**config.mk**
```make
export PLATFORM = sky130hd
export DESIGN_NAME = refclk_sw_ctrl
export DESIGN_NICKNAME = d
export VERILOG_FILES = /design/src/rtl/refclk_sw_ctrl.sv
export SDC_FILE = /design/constraint.sdc
export NUM_CORES = 1
export LEC_CHECK = 0
export ABC_AREA = 1
export ABC_CLOCK_PERIOD_IN_PS = 2750
export CORE_MARGIN = 2
export CORE_UTILIZATION = 35
export CTS_BUF_LIST = sky130_fd_sc_hd__clkbuf_16
export DETAILED_ROUTE_END_ITERATION = 12
export MAX_ROUTING_LAYER = met4
export PLACE_DENSITY_LB_ADDON = 0.05
export SETUP_SLACK_MARGIN = 0.4
export SYNTH_ARGS = -nofsm -noshare
export SYNTH_HDL_FRONTEND = slang
export SYNTH_SLANG_ARGS = --single-unit
```
**constraint.sdc**
```tcl
create_clock -name clk_125m -period 2.75 [get_ports clk_125m]
set_clock_uncertainty 0.05 [all_clocks]
set_input_delay 0.825 -clock clk_125m [delete_from_list [all_inputs] [get_ports clk_125m]]
set_output_delay 0.825 -clock clk_125m [all_outputs]
set_load 0.03 [all_outputs]
```
**src/rtl/refclk_sw_ctrl.sv**
```systemverilog
// Reference clock switch controller: priority selection with holdoff,
// wait-to-restore, revertive return and manual force.
module refclk_sw_ctrl #(
    parameter int NUM_REF  = 11,
    parameter int NUM_CAND = 4,
    localparam int IDX_W   = (NUM_CAND > 1) ? $clog2(NUM_CAND) : 1
) (
    input  logic                     clk_125m,
    input  logic                     rst,
    input  logic                     tick_1ms,
    input  logic [NUM_REF-1:0]       clk_loss,
    input  logic [NUM_CAND-1:0][3:0] cfg_pri,
    input  logic [NUM_CAND-1:0]      cfg_pri_vld,
    input  logic                     cfg_revertive,
    input  logic [7:0]               cfg_holdoff_ms,
    input  logic [15:0]              cfg_wtr_ms,
    input  logic                     cfg_force_en,
    input  logic [IDX_W-1:0]         cfg_force_idx,
    output logic                     ref_en,
    output logic [3:0]               ref_sel,
    output logic [IDX_W-1:0]         sel_idx,
    output logic [2:0]               state,
    output logic                     sw_event
);

    typedef enum logic [2:0] {
        FREERUN = 3'd0,
        LOCKED  = 3'd1,
        HOLDOFF = 3'd2,
        WTR     = 3'd3,
        FORCED  = 3'd4
    } state_t;

    state_t             state_q, state_d;
    logic [IDX_W-1:0]   sel_idx_q, sel_idx_d;
    logic [15:0]        cnt_q, cnt_d;
    logic               sw_event_q, sw_event_d;
    logic [3:0]         ref_sel_q;
    logic               ref_en_q;

    logic [NUM_CAND-1:0] good;
    logic [IDX_W-1:0]    best;
    logic                best_vld;
    logic                higher_good;
    logic                cur_good;
    logic                hold_done;
    logic                wtr_done;

    // Ids at or beyond NUM_REF match no source and so are never good.
    always_comb begin
        good = '0;
        for (int k = 0; k < NUM_CAND; k++) begin
            for (int j = 0; j < NUM_REF; j++) begin
                if (cfg_pri_vld[k] && (cfg_pri[k] == 4'(j)) && !clk_loss[j]) begin
                    good[k] = 1'b1;
                end
            end
        end
    end

    always_comb begin
        best_vld    = 1'b0;
        best        = '0;
        higher_good = 1'b0;
        for (int k = NUM_CAND - 1; k >= 0; k--) begin
            if (good[k]) begin
                best_vld = 1'b1;
                best     = IDX_W'(k);
            end
        end
        for (int k = 0; k < NUM_CAND; k++) begin
            if (good[k] && (k < int'(sel_idx_q))) begin
                higher_good = 1'b1;
            end
        end
    end

    assign cur_good  = good[sel_idx_q];
    assign hold_done = (cnt_q >= 16'(cfg_holdoff_ms));
    assign wtr_done  = (cnt_q >= cfg_wtr_ms);

    always_comb begin
        state_d    = state_q;
        sel_idx_d  = sel_idx_q;
        sw_event_d = 1'b0;
        if (cfg_force_en) begin
            state_d    = FORCED;
            sel_idx_d  = cfg_force_idx;
            sw_event_d = (cfg_force_idx != sel_idx_q);
        end else begin
            case (state_q)
                FREERUN: begin
                    if (best_vld) begin
                        state_d    = LOCKED;
                        sel_idx_d  = best;
                        sw_event_d = 1'b1;
                    end
                end
                LOCKED: begin
                    if (!cur_good) begin
                        state_d = HOLDOFF;
                    end else if (cfg_revertive && higher_good) begin
                        state_d = WTR;
                    end
                end
                HOLDOFF: begin
                    if (cur_good) begin
                        state_d = LOCKED;
                    end else if (hold_done) begin
                        if (best_vld) begin
                            state_d    = LOCKED;
                            sel_idx_d  = best;
                            sw_event_d = (best != sel_idx_q);
                        end else begin
                            state_d = FREERUN;
                        end
                    end
                end
                WTR: begin
                    if (!cur_good) begin
                        state_d = HOLDOFF;
                    end else if (!higher_good || !cfg_revertive) begin
                        state_d = LOCKED;
                    end else if (wtr_done) begin
                        state_d    = LOCKED;
                        sel_idx_d  = best;
                        sw_event_d = 1'b1;
                    end
                end
                FORCED: begin
                    state_d = FREERUN;
                end
                default: begin
                    state_d = FREERUN;
                end
            endcase
        end
    end

    // A tick landing on the transition edge is dropped with the clear.
    always_comb begin
        cnt_d = cnt_q;
        if (state_d != state_q) begin
            cnt_d = '0;
        end else if (tick_1ms && (cnt_q != 16'hFFFF)) begin
            cnt_d = cnt_q + 16'd1;
        end
    end

    always_ff @(posedge clk_125m) begin
        if (rst) begin
            state_q    <= FREERUN;
            sel_idx_q  <= '0;
            cnt_q      <= '0;
            sw_event_q <= 1'b0;
            ref_sel_q  <= '0;
            ref_en_q   <= 1'b0;
        end else begin
            state_q    <= state_d;
            sel_idx_q  <= sel_idx_d;
            cnt_q      <= cnt_d;
            sw_event_q <= sw_event_d;
            ref_sel_q  <= cfg_pri[sel_idx_d];
            ref_en_q   <= (state_d != FREERUN);
        end
    end

    assign state    = state_q;
    assign sel_idx  = sel_idx_q;
    assign sw_event = sw_event_q;
    assign ref_sel  = ref_sel_q;
    assign ref_en   = ref_en_q;

endmodule

```
# Word level (Yosys, flattened, before mapping)
# Index checks and enable logic that the tools add are counted.
# word_totals
reg_bits	27
input_bits	62
output_inout_bits	11
elab_cells	262
# op_classes
addsub	1
magnitude_cmp	7
eq_ne	47
n_mux	87
reduce_logical	114
# op_table
op	n
$logic_and A1 B1 Y1	93
$eq A4 B3 Y1 const B	16
$mux W1	61
$eq A4 B4 Y1 const B	12
$eq A4 B2 Y1 const B	8
$mux W3	9
$mux W2	11
$add A16 B1 Y16 const B	1
$eq A4 B1 Y1 const B	4
$ge A16 B16 Y1	1
$ge A16 B8 Y1	1
$logic_not A4 Y1	4
$ne A16 B16 Y1 const B	1
$logic_not A1 Y1	13
$pmux W3 S4	1
$bmux W4 S2	1
$eq A3 B2 Y1 const B	2
$lt A2 B3 Y1 const B	2
$pmux W2 S3	1
$lt A1 B2 Y1 const A	2
$mux W4	1
$ne A2 B2 Y1	2
$eq A3 B1 Y1 const B	1
$logic_not A3 Y1	1
7 further kinds	7

# Depth between registers and ports, before layout
# depth
ltp_word	26
depth_mapped	23
mapped_depth_nobuf	22

# Worst setup path after synthesis
# Ideal clock, no wire load.
# synth_path
path_type	input -> register
start	in cfg_wtr_ms[15]
end	reg ref_sel_q[1] (netlist: ref_sel[1])
setup_ps	113
arrival_ps	2544
t_required_ps	2587
slack_ps	43
cell_stages	20
n_path_buf	1
path_cell_list	inv_1 -> ha_1 -> nand2_1 -> inv_1 -> nand3_1 -> nor3_1 -> nand3_1 -> nand3_1 -> nand3_2 -> nor2_4 -> nand2_1 -> nand3_1 -> nand2_2 -> nand2_4 -> nand2_4 -> buf_6 -> nand2_1 -> nand2_1 -> nor2_1 -> nor2_1
# synth_between
elab_chain_cells	8
# synth_rtl
element	line_no	text
start, declared	16	input logic [15:0] cfg_wtr_ms,
$ge A16 B16 Y1	80	assign wtr_done = (cnt_q >= cfg_wtr_ms);
$mux W2	124	end else if (wtr_done) begin
$mux W2	122	end else if (!higher_good || !cfg_revertive) begin
$mux W2	120	if (!cur_good) begin
$pmux W2 S3	91	case (state_q)
$mux W2	86	if (cfg_force_en) begin
$bmux W4 S2	163	ref_sel_q <= cfg_pri[sel_idx_d];
$mux W4 (not written as such)	163	
end signal, assigned	163	
end, declared	38	logic [3:0] ref_sel_q;
# No other way between the ends. The select of a mux whose other input is x is not followed.
# A chain may end at the register's enable or synchronous reset.

# Worst setup path after layout
# layout_path
start	in cfg_wtr_ms[12]
end	reg ref_sel_q[0] (netlist: ref_sel[0])
# Same word-level chain as after synthesis.

==> results.sh <==
export IMPL_first_global_vias=3294
export IMPL_ys_seq_area_share_pct=17.68
export IMPL_drive_gt1_share_pct=48.92
export IMPL_syn_cell_area_um2=3057
export IMPL_status="complete, no violations"
export IMPL_cts_buffers_inserted=3
export IMPL_fillerInstances=819
export IMPL_antenna_left=0
export IMPL_arrival_ns=2.75
export IMPL_seq_power_share_pct=30.5
export IMPL_p_sw_mw=0.5120
export IMPL_path_clk_slew_ns=0.07
export IMPL_track_usage_pct=19.06
export IMPL_maxCapViolations=0
export IMPL_dr_total_vias=3424
export IMPL_slew_headroom_pct=70.72
export IMPL_layout_common_cells="nand2_1 (65), inv_1 (51), buf_4 (42), nor2_1 (36), nand2_2 (34)"
export IMPL_io_pins=73
export IMPL_yosys_warnings=0
export IMPL_grt_antenna_before_repair=0
export IMPL_r2r_start="cnt_q[7]$_SDFFE_PP0P_"
export IMPL_hpwl_mm=7.054
export IMPL_syn_to_final_growth_pct=65.08
export IMPL_synth_edff_count=0
export IMPL_clockBufferDepth=2
export IMPL_gp_congestion=0.8936
export IMPL_critPathCaptureType="register"
export IMPL_hold_depth=2
export IMPL_whs_endpoint="cnt_q[0]$_SDFFE_PP0P_"
export IMPL_path_max_fanout=7
export IMPL_p_leak_nw=2.279
export IMPL_worstRegToRegCells=16
export IMPL_dieArea_um2=9497
export IMPL_dr_first_iter_drc_count=76
export IMPL_crit_buf_inv=2
export IMPL_sw_frac_of_total_pct=36.45
export IMPL_cts_root_buffer="clkbuf_16"
export IMPL_stdcell_area_um2=5046
export IMPL_synthArstFlopShare_pct=0
export IMPL_path_cells="clkdlybuf4s15_1 > inv_2 > ha_4 > nand3_4 > nor3_4 > nand3_2 > nand3_4 > nand3_4 > nor2_4 > nand2_1 > nand3_2 > nand2_2 > nand2_4 > nand2_8 > nand2_2 > nand2_2 > nor2_2 > nor2_2"
export IMPL_p_total_mw=1.405
export IMPL_max_freq_mhz=379.2
export IMPL_viasPerCell=4.816
export IMPL_clock_latency_ns=0.26
export IMPL_nets=691
export IMPL_tightest_slew_ns=0.4386
export IMPL_drt_wirelength_per_cell_um=12.78
export IMPL_numPortBuffers=72
export IMPL_p_int_mw=0.8927
export IMPL_dp_worst_setup_slack_ns=-0.7271
export IMPL_finalCritPeriodShare_pct=95.89
export IMPL_num_rows=34
export IMPL_antennaDiodeCount=0
export IMPL_syn_avg_cell_area_um2=6.315
export IMPL_rsz0062_at_grt="true"
export IMPL_crit_type="input pin to register"
export IMPL_min_delay_start="cnt_q[0]$_SDFFE_PP0P_"
export IMPL_fin_crit_ns=2.637
export IMPL_die_y_um=97.45
export IMPL_hp_class="register to register"
export IMPL_met2_usage_pct=35.12
export IMPL_ctsHtreeMaxLevel=1
export IMPL_hold_buffers=0
export IMPL_grt_max_degree=15
export IMPL_fp_dieW_um=97.45
export IMPL_synth_main_ff_cell="dfxtp_1"
export IMPL_slew_viol_final=0
export IMPL_setup_violations=0
export IMPL_setup_reg_to_reg_worst_slack_ns=0.31
export IMPL_slowest_stage="ha_4"
export IMPL_drc=0
export IMPL_top_usage_layer="met2"
export IMPL_layout_commonest_cell="nand2_1"
export IMPL_synth_cells=484
export IMPL_grtUsageMet1_pct=22.57
export IMPL_clock_power_share_pct=23.7
export IMPL_ys_seq_elements=27
export IMPL_fin_ws_ns=0.1129
export IMPL_start_util_pct=35.57
export IMPL_grt_overflow=0
export IMPL_ir_drop_mv=0.1792
export IMPL_clkSinkCount=27
export IMPL_syn_num_nets=571
export IMPL_use_met3_pct=1.655
export IMPL_max_stage_delay_ns=0.26
export IMPL_hold_violations=0
export IMPL_core_um2=8593
export IMPL_critPathTopFamily="simple AND/OR/NAND/NOR gates"
export IMPL_p_per_area_nw_per_um2=278.4
export IMPL_cts_tree="yes"
export IMPL_start_kind="input pin"
export IMPL_firstDrtPassIters=4
export IMPL_combPwrFrac_pct=45.9
export IMPL_cp_data_required_time_ns=2.86
export IMPL_grt_pass1_wl_mm=14.72
export IMPL_placed_area_um2=4407
export IMPL_synth_cell_types=44
export IMPL_rr_endpoint="ref_sel[0]$_SDFF_PP0_"
export IMPL_routed_wl_mm=9.087
[worst max-delay path by stage]
stage | cells past startpoint | slack, ns | endpoint | from
final | 18 | 0.11 | ref_sel[0]$_SDFF_PP0_ | cfg_wtr_ms[12]
after global routing | 19 | -0.02 | ref_sel[0]$_SDFF_PP0_ | cfg_pri[11]
after CTS | 20 | 0.04 | ref_sel[3]$_SDFF_PP0_ | cfg_wtr_ms[15]
after detailed placement | 18 | -0.73 | ref_sel[0]$_SDFF_PP0_ | cfg_wtr_ms[15]
after global placement | 18 | -0.67 | ref_sel[0]$_SDFF_PP0_ | cfg_wtr_ms[15]
after floorplan | 13 | 0.13 | cnt_q[1]$_SDFFE_PP0P_ | cfg_wtr_ms[3]
[synthesized netlist by cell type, types with 2 or more instances]
library cell / n / area share [%]
inv_1: 86 / 11
ha_1: 25 / 10
a21boi_1: 2 / 0.49
dfxtp_1: 27 / 18
inv_2: 4 / 0.49
nor2_1: 54 / 6.6
nand3_2: 6 / 2.0
nand2_2: 12 / 2.5
xnor2_1: 2 / 0.57
xor2_1: 14 / 4.0
a21oi_2: 2 / 0.57
nand3_1: 36 / 5.9
nand2_1: 97 / 12
o21ai_2: 2 / 0.57
nand4_1: 5 / 1.0
clkbuf_1: 2 / 0.25
nor2_4: 12 / 4.4
nand2_4: 5 / 1.8
nor3_1: 7 / 1.1
a21oi_1: 19 / 3.1
o21ai_1: 15 / 2.5
a31oi_1: 3 / 0.61
o21ai_0: 14 / 2.3
nor2_2: 13 / 2.7
[area by class of cell]
class / instances / area (um^2) / area share [%]
clock buffers: 3 / 75.07 / 1.488
well taps: 108 / 135.1 / 2.678
flip-flops and latches: 27 / 540.5 / 10.71
inverters: 91 / 386.6 / 7.662
clock inverters: 1 / 3.754 / 0.07439
multi-input cells: 362 / 2869 / 56.86
repair buffers: 119 / 1036 / 20.53
[per-stage QoR]
stage               setup TNS, ns  util [%]  hold slack, ns  std cells
floorplan                       0         -          0.4772        484
global placement           -13.80     51.28          0.5179        698
detailed placement         -14.80     51.28          0.5282        698
CTS                             0     55.52          0.5751        707
global route             -0.03056     58.72          0.6381        711
finish                          0     58.72          0.5893        711
[routing by layer]
metal	part of all wire [%]	vias up	wire, um
li1	-	1782	-
met1	43	1554	3907
met2	53	78	4843
met3	2.7	10	241
met4	1.0	0	95
met5	0	-	0
[registers in the layout, indices dropped and copies added, names as in the netlist]
name / cells
cnt_q: 16
ref_sel: 4
state: 3
sel_idx: 2
ref_en: 1
sw_event: 1
[power groups by stage]
| stage | sequential (mW) | combinational [mW] | clock [mW] |
|---|---|---|---|
| floorplan | 0.459 | 0.276 | 0 |
| global placement | 0.437 | 0.533 | 0 |
| detailed placement | 0.436 | 0.537 | 0 |
| CTS | 0.428 | 0.583 | 0.343 |
| global route | 0.430 | 0.701 | 0.363 |
| finish | 0.428 | 0.644 | 0.333 |
[cell families after synthesis]
logic type                 share of synthesized area [%]
buffers and inverters                              12.44
AOI/OAI and AO/OA                                  12.49
adders and majority gates                          10.23
DFF                                                17.68
xor gates and xnor gates                           4.585
and+or+nand+nor                                    42.24
muxes                                             0.3275
[timing repair]
action / in CTS / in global routing
endpoints found under the setup margin: 29 / 28
gates cloned: 2 / 0
gates resized for setup: 232 / 134
pin swaps: 99 / 107
buffers inserted: 3 / 4
endpoints found under the hold margin: 0 / 0
[worst min-delay path: cells and delay by family (launching register included)]
family | cells | cell delay (ns)
xor gates and xnor gates | 1 | 0.12
DFF | 1 | 0.40
and+or+nand+nor | 1 | 0.09
No activity file was read; power rests on OpenSTA's default activity.
